==> config.mk <==
export PLATFORM = sky130hd
export DESIGN_NAME = ls_counter_n_flat
export DESIGN_NICKNAME = d
export VERILOG_FILES = /design/src/rtl/ls_counter_n_if.sv /design/src/rtl/ls_counter_n.sv /design/src/flat_wrapper.sv
export SDC_FILE = /design/constraint.sdc
export NUM_CORES = 1
export LEC_CHECK = 0
export BUFFER_PORTS_ARGS = -buffer_cell sky130_fd_sc_hd__clkbuf_2
export CORE_MARGIN = 8
export CORE_UTILIZATION = 24
export CTS_BUF_LIST = sky130_fd_sc_hd__clkbuf_4 sky130_fd_sc_hd__clkbuf_8
export DETAILED_ROUTE_END_ITERATION = 8
export PLACE_DENSITY = 0.55
export SKIP_CTS_REPAIR_TIMING = 1
export SLEW_MARGIN = 40
export SYNTH_ARGS = -nofsm -noshare
export SYNTH_HDL_FRONTEND = slang
export SYNTH_SLANG_ARGS = --single-unit
==> constraint.sdc <==
create_clock -name cp -period 3.4 [get_ports cp]
set_clock_uncertainty 0.1 [all_clocks]
set_input_delay 0 -clock cp [delete_from_list [all_inputs] [get_ports cp]]
set_output_delay 0 -clock cp [all_outputs]
set_load 0.05 [all_outputs]
==> src/rtl/ls_counter_n_if.sv <==
// Control and status bundle for ls_counter_n. The master drives the controls and the slave is the counter.
// The cmp/match pair exists only when LS_COUNTER_MATCH_EN is defined.
interface ls_counter_n_if #(
  parameter int unsigned WIDTH = 4
);
  logic             sr_b;
  logic             pe_b;
  logic [WIDTH-1:0] p;
  logic             cep;
  logic             cet;
  logic             up;
  logic [WIDTH-1:0] q;
  logic             tc;
  logic             wrap;
`ifdef LS_COUNTER_MATCH_EN
  logic [WIDTH-1:0] cmp;
  logic             match;

  modport master (
    output sr_b, pe_b, p, cep, cet, up, cmp,
    input  q, tc, wrap, match
  );

  modport slave (
    input  sr_b, pe_b, p, cep, cet, up, cmp,
    output q, tc, wrap, match
  );
`else
  modport master (
    output sr_b, pe_b, p, cep, cet, up,
    input  q, tc, wrap
  );

  modport slave (
    input  sr_b, pe_b, p, cep, cet, up,
    output q, tc, wrap
  );
`endif
endinterface

==> src/rtl/ls_counter_n.sv <==
// Parametrised 163-style up/down counter with a cascadable tc and a registered wrap pulse.
// Defining LS_COUNTER_MATCH_EN adds the registered cmp/match compare.
module ls_counter_n #(
  parameter int unsigned      WIDTH = 4,
  parameter logic [WIDTH-1:0] MAX   = {WIDTH{1'b1}}
) (
  input logic          cp,
  input logic          mr_b,
  ls_counter_n_if.slave bus
);

  localparam logic [WIDTH-1:0] ONE      = WIDTH'(1);
  localparam logic [WIDTH-1:0] ALL_ONES = {WIDTH{1'b1}};

  logic [WIDTH-1:0] q_reg;
  logic             wrap_reg;
  logic             over_range;
  logic             at_top;
  logic             at_bottom;
  logic             count_en;
  logic [WIDTH-1:0] step_q;
  logic             step_wraps;

  // A full-range MAX means no out-of-range value can be loaded.
  generate
    if (MAX == ALL_ONES) begin : g_full_range
      assign over_range = 1'b0;
    end else begin : g_part_range
      assign over_range = (q_reg > MAX);
    end
  endgenerate

  assign at_top    = (q_reg == MAX);
  assign at_bottom = (q_reg == '0);
  assign count_en  = bus.cep & bus.cet;

  always_comb begin
    step_q     = q_reg;
    step_wraps = 1'b0;
    if (bus.up) begin
      if (over_range || at_top) begin
        step_q = '0;
      end else begin
        step_q = q_reg + ONE;
      end
      step_wraps = at_top;
    end else begin
      // An out-of-range value snaps to MAX but is not a wrap.
      if (over_range || at_bottom) begin
        step_q = MAX;
      end else begin
        step_q = q_reg - ONE;
      end
      step_wraps = at_bottom;
    end
  end

  always_ff @(posedge cp or negedge mr_b) begin
    if (!mr_b) begin
      q_reg    <= '0;
      wrap_reg <= 1'b0;
    end else begin
      wrap_reg <= 1'b0;
      if (!bus.sr_b) begin
        q_reg <= '0;
      end else if (!bus.pe_b) begin
        q_reg <= bus.p;
      end else if (count_en) begin
        q_reg    <= step_q;
        wrap_reg <= step_wraps;
      end
    end
  end

  assign bus.q    = q_reg;
  assign bus.wrap = wrap_reg;
  assign bus.tc   = bus.cet & (bus.up ? at_top : at_bottom);

`ifdef LS_COUNTER_MATCH_EN
  logic match_reg;

  // Only a count step can raise match, so moving cmp onto the current q is ignored.
  always_ff @(posedge cp or negedge mr_b) begin
    if (!mr_b) begin
      match_reg <= 1'b0;
    end else begin
      match_reg <= bus.sr_b & bus.pe_b & count_en & (step_q == bus.cmp);
    end
  end

  assign bus.match = match_reg;
`endif

endmodule

==> src/flat_wrapper.sv <==
// flat-port wrapper written by rule: the top's interface ports become plain ports
module ls_counter_n_flat 
#(
  parameter int unsigned      WIDTH = 4,
  parameter logic [WIDTH-1:0] MAX   = {WIDTH{1'b1}}
)
  (cp, mr_b, bus_sr_b, bus_pe_b, bus_p, bus_cep, bus_cet, bus_up, bus_q, bus_tc, bus_wrap);
  ls_counter_n_if #(.WIDTH(WIDTH)) bus_i ();
  input logic cp;
  input logic mr_b;
  input wire logic [$bits(bus_i.sr_b)-1:0] bus_sr_b;
  input wire logic [$bits(bus_i.pe_b)-1:0] bus_pe_b;
  input wire logic [$bits(bus_i.p)-1:0] bus_p;
  input wire logic [$bits(bus_i.cep)-1:0] bus_cep;
  input wire logic [$bits(bus_i.cet)-1:0] bus_cet;
  input wire logic [$bits(bus_i.up)-1:0] bus_up;
  output wire logic [$bits(bus_i.q)-1:0] bus_q;
  output wire logic [$bits(bus_i.tc)-1:0] bus_tc;
  output wire logic [$bits(bus_i.wrap)-1:0] bus_wrap;
  assign bus_i.sr_b = bus_sr_b;
  assign bus_i.pe_b = bus_pe_b;
  assign bus_i.p = bus_p;
  assign bus_i.cep = bus_cep;
  assign bus_i.cet = bus_cet;
  assign bus_i.up = bus_up;
  assign bus_q = bus_i.q;
  assign bus_tc = bus_i.tc;
  assign bus_wrap = bus_i.wrap;
  ls_counter_n #(.WIDTH(WIDTH), .MAX(MAX)) u_core (.cp(cp), .mr_b(mr_b), .bus(bus_i));
endmodule
# Word level (Yosys, flattened, before mapping)
# Index checks and enable logic that the tools add are counted.
[totals] word_cells=19 register_bits=5 inputBits=11
[op_classes] n_eq_ne=2 bitwise=2 reduce_logical=1 mux=10 addsub=2
[op_table] operator="$mux 4" count=6
[op_table] operator="$add 4x1->4 const B" count=1
[op_table] operator="$eq 4x4->1 const B" count=1
[op_table] operator="$logic_not 4->1" count=1
[op_table] operator="$mux 1" count=4
[op_table] operator="$sub 4x1->4 const B" count=1
[op_table] operator="$ne 3x2->1 const B" count=1
[op_table] operator="$and 1x1->1" count=2

# Longest topological paths before layout
[depth] depth_word=6 depth_mapped=6 mapped_depth_nobuf=6

# Worst setup path before layout
# No wires, ideal clock.
[synth_timing] kind="register -> output" startpoint="register u_core.q_reg[0], in the netlist u_core.bus.q[0]" endpoint="output bus_tc" required_time_ps=3300 arrival_time_ps=2582 path_slack_ps=718 stages_incl_launch_ff=5 path_cell_list="dfrtp_1 -> inv_1 -> ha_1 -> or4b_4 -> a21boi_0"
[synth_between] elab_chain_cells=3 elab_cells_between_ends=4
[synth_rtl] item="start, declared" line_no="ls_counter_n.sv:15" rtl="logic [WIDTH-1:0] q_reg;"
[synth_rtl] item="start signal, assigned" line_no="ls_counter_n.sv:67" rtl="q_reg <= bus.p;"
[synth_rtl] item="start signal, assigned" line_no="ls_counter_n.sv:69" rtl="q_reg <= step_q;"
[synth_rtl] item="$eq 4x4->1 or $logic_not 4->1 (tied branches)" line_no="ls_counter_n.sv:33, ls_counter_n.sv:34"
[synth_rtl] item="$mux 1 (*)" line_no="ls_counter_n.sv:77" rtl="assign bus.tc = bus.cet & (bus.up ? at_top : at_bottom);"
[synth_rtl] item="$and 1x1->1 (*)" line_no="ls_counter_n.sv:77"
[synth_rtl] item="end, declared" line_no="flat_wrapper.sv:18" rtl="output wire logic [$bits(bus_i.tc)-1:0] bus_tc;"
# Mark *: on every way between the ends. The rest lies on a longest branch, timed or not.

# Worst setup path in the final report
[layout_timing] startpoint="register u_core.q_reg[0], in the netlist u_core.bus.q[0]" endpoint="register u_core.q_reg[1], in the netlist u_core.bus.q[1]"
[layout_between] elab_chain_cells=6 elab_cells_between_ends=10
[layout_rtl] item="$sub 4x1->4, or another cell as far along" line_no="ls_counter_n.sv:52" rtl="step_q = q_reg - ONE;"
[layout_rtl] item="$mux 4, on equally long branches" line_no="ls_counter_n.sv:49, ls_counter_n.sv:41"
[layout_rtl] item="$mux 4 (*)" line_no="ls_counter_n.sv:40" rtl="if (bus.up) begin"
[layout_rtl] item="$mux 4 (*)" line_no="ls_counter_n.sv:68" rtl="end else if (count_en) begin"
[layout_rtl] item="$mux 4 (*)" line_no="ls_counter_n.sv:66" rtl="end else if (!bus.pe_b) begin"
[layout_rtl] item="$mux 4 (*)" line_no="ls_counter_n.sv:64" rtl="if (!bus.sr_b) begin"
# Mark *: on every way between the ends. The rest lies on a longest branch, timed or not. The select of a mux whose other input is x is not followed.
# A chain may end at the register's enable or synchronous reset.

==> flow_summary.json <==
{
  "status": "finished, final reports clean",
  "avgViaCountPerCell": 5.15,
  "die_h_um": 56.3,
  "hold_path_class": "in2async",
  "start_kind": "flop",
  "design_area_um2": 576,
  "ir_drop_mv": 0.0846,
  "switching_share_pct": 32.8,
  "synth_top_cells_by_area": "dfrtp_1 32%, ha_1 6.4%, xnor2_1 4.5%, a21oi_1 3.9%, inv_1 3.9%",
  "syn_avg_cell_area_um2": 8.84,
  "rrSetupSlack_ns": 1.25,
  "reg2reg_depth": 6,
  "layout.nets": 83,
  "cp_max_fo": 6,
  "synth_edf_count": 0,
  "period_needed_ns": 2.15,
  "grt_pass1_vias": 362,
  "numPortBuffers": 16,
  "grt_pass1_wl_um": 1660,
  "arrival_ns": 2.22,
  "cp-end-kind": "flop",
  "required_ns": 3.47,
  "pre_cts_ws_ns": 1.56,
  "synth_top_cell_area_share_pct": 32.2,
  "yosys_warnings": 0,
  "area_delta_synth_final_pct": 47.9,
  "fin_setup_tns_ns": 0,
  "synth_ff_type": "dfrtp_1",
  "layout_setup_ws_ns": 1.25,
  "antenna_found_initial": 0,
  "antenna_cells": 0,
  "syn-cell-area_um2": 389,
  "worst_pin_slew_ns": 0.304,
  "synth_cell_types": 25,
  "grt_max_degree": 11,
  "clk_latency_ns": 0.23,
  "cts_sinks": 5,
  "gp_congestion": 0.815,
  "drive_above_1_share_pct": 37.7,
  "r2r-end": "u_core.bus.q[1]",
  "leakage_nw": 0.271,
  "setup_viol": 0,
  "async_reset_ff_share_pct": 100,
  "vias": 438,
  "initial_core_util_pct": 25.8,
  "postPlaceCellArea_um2": 485,
  "ys_ff_latch": 5,
  "path_class": "reg2reg",
  "dieArea_mm2": 0.00317,
  "largest_reg_flops": 4,
  "overflow": 0,
  "fp.dieW_um": 56.3,
  "drv_slew": 0,
  "syn_nets": 57,
  "clk_path_buf_depth": 2,
  "seqPwrFrac_pct": 33.2,
  "syn_inst": 44,
  "io_pins": 17,
  "grtUsageTotal_pct": 6.57,
  "rows": 14,
  "pwr-share-clk_pct": 35.2,
  "switchingPower_uw": 69.9,
  "drtPass1Iterations": 4,
  "power.internal_uw": 143,
  "p_per_area_mw_per_mm2": 371,
  "wirelength_um": 1170,
  "drtIter0Drc": 15,
  "cts.reportedPaths.clkPinSlew_ns": 0.04,
  "cts_tree": "yes",
  "clock.fmax_ghz": 0.466,
  "final_common_cell": "clkbuf_2",
  "cts_buffers": 3,
  "grt_setup_unrepaired": "false",
  "ant_nets": 0,
  "final_cell_mix": "16 x clkbuf_2, 6 x dlygate4sd3_1, 5 x dfrtp_1",
  "core_mm2": 0.00151,
  "hold_violations": 0,
  "period_share_pct": 63.2,
  "root_buffer": "clkbuf_4",
  "wl_per_cell_um": 13.8,
  "relSlewSlack_pct": 79.7,
  "seq_area_frac_synth_pct": 32.2,
  "yosys.area.top_type": "dfrtp_1",
  "p_comb_share_pct": 31.5,
  "drc": 0,
  "htree_levels": 1,
  "rr_startpoint": "u_core.bus.q[0]",
  "fillers": 153,
  "drv_cap": 0
}
==> cells in the mapped netlist, drive strengths merged (2+ instances only) <==
cell type and number:
ha 2, a21oi 4, nand3 2, xnor2 2, nand4 3, nor2 4
dfrtp 5, inv 4, nand2 3, o21ai 2
==> stage by stage <==
step                power (mW)  instances  hold WS, ns  util (%)
global placement         0.132         75       -0.281      32.2
detailed placement       0.132         75       -0.280      32.2
global route             0.224         85       0.0237      38.2
floorplan                0.112         44       -0.396         -
finish                   0.213         85      0.00879      38.2
CTS                      0.209         79       -0.534      34.2
==> critical path, cell delays in order (launching register included) <==
cell,delay (ns)
dfrtp_1,0.44
inv_1,0.13
ha_1,0.32
xnor2_1,0.18
nand3_1,0.09
a311oi_1,0.26
dlygate4sd3_1,0.57
==> power by group through the flow <==
stage | clock, mW | combinational [mW] | sequential, mW
after floorplan | 0 | 0.0297 | 0.0826
after global placement | 0 | 0.0607 | 0.0714
after detailed placement | 0 | 0.0604 | 0.0718
after CTS | 0.0773 | 0.0607 | 0.0709
after global routing | 0.0801 | 0.0724 | 0.0713
final | 0.0752 | 0.0672 | 0.0709
==> cell type report <==
cell class | instances | area (µm²) | share of cell area (%)
multi-input cells | 34 | 245 | 42.6
repair buffers | 22 | 140 | 24.3
flip-flops and latches | 5 | 125 | 21.7
clock buffers | 4 | 30.0 | 5.22
well taps | 16 | 20.0 | 3.48
inverters | 4 | 15.0 | 2.61
==> kinds of logic (layout without fill, tap and decap cells) <==
kind of cell	count (synthesis)	in the layout	share of synthesized area, %
adders and majority gates	2	2	6.43
buffers and inverters	5	30	4.82
muxes	1	1	2.57
xor gates and xnor gates	2	2	4.50
DFF	5	5	32.2
and+or+nand+nor	15	15	23.5
AOI/OAI and AO/OA	14	14	26.0
==> how the worst max path moves through the flow <==
stage | from | endpoint | slack (ns) | cells after the start
after global routing | u_core.bus.q[0] | u_core.bus.q[1] | 1.10 | 6
final | u_core.bus.q[0] | u_core.bus.q[1] | 1.25 | 6
after global placement | u_core.bus.q[0] | bus_tc | 1.60 | 5
after floorplan | u_core.bus.q[0] | bus_tc | 0.72 | 4
after detailed placement | u_core.bus.q[0] | bus_tc | 1.56 | 5
after CTS | u_core.bus.q[0] | bus_tc | 1.29 | 5
==> routing by layer <==
layer / track usage (%) / up-vias / part of all wire, %
met3: 4.27 / 2 / 9.1
met1: 7.15 / 203 / 43
li1: - / 216 / -
met2: 9.19 / 17 / 47
met5: 0 / - / 0
met4: 4.12 / 0 / 0.51
Power figures use the tool's default switching activity.
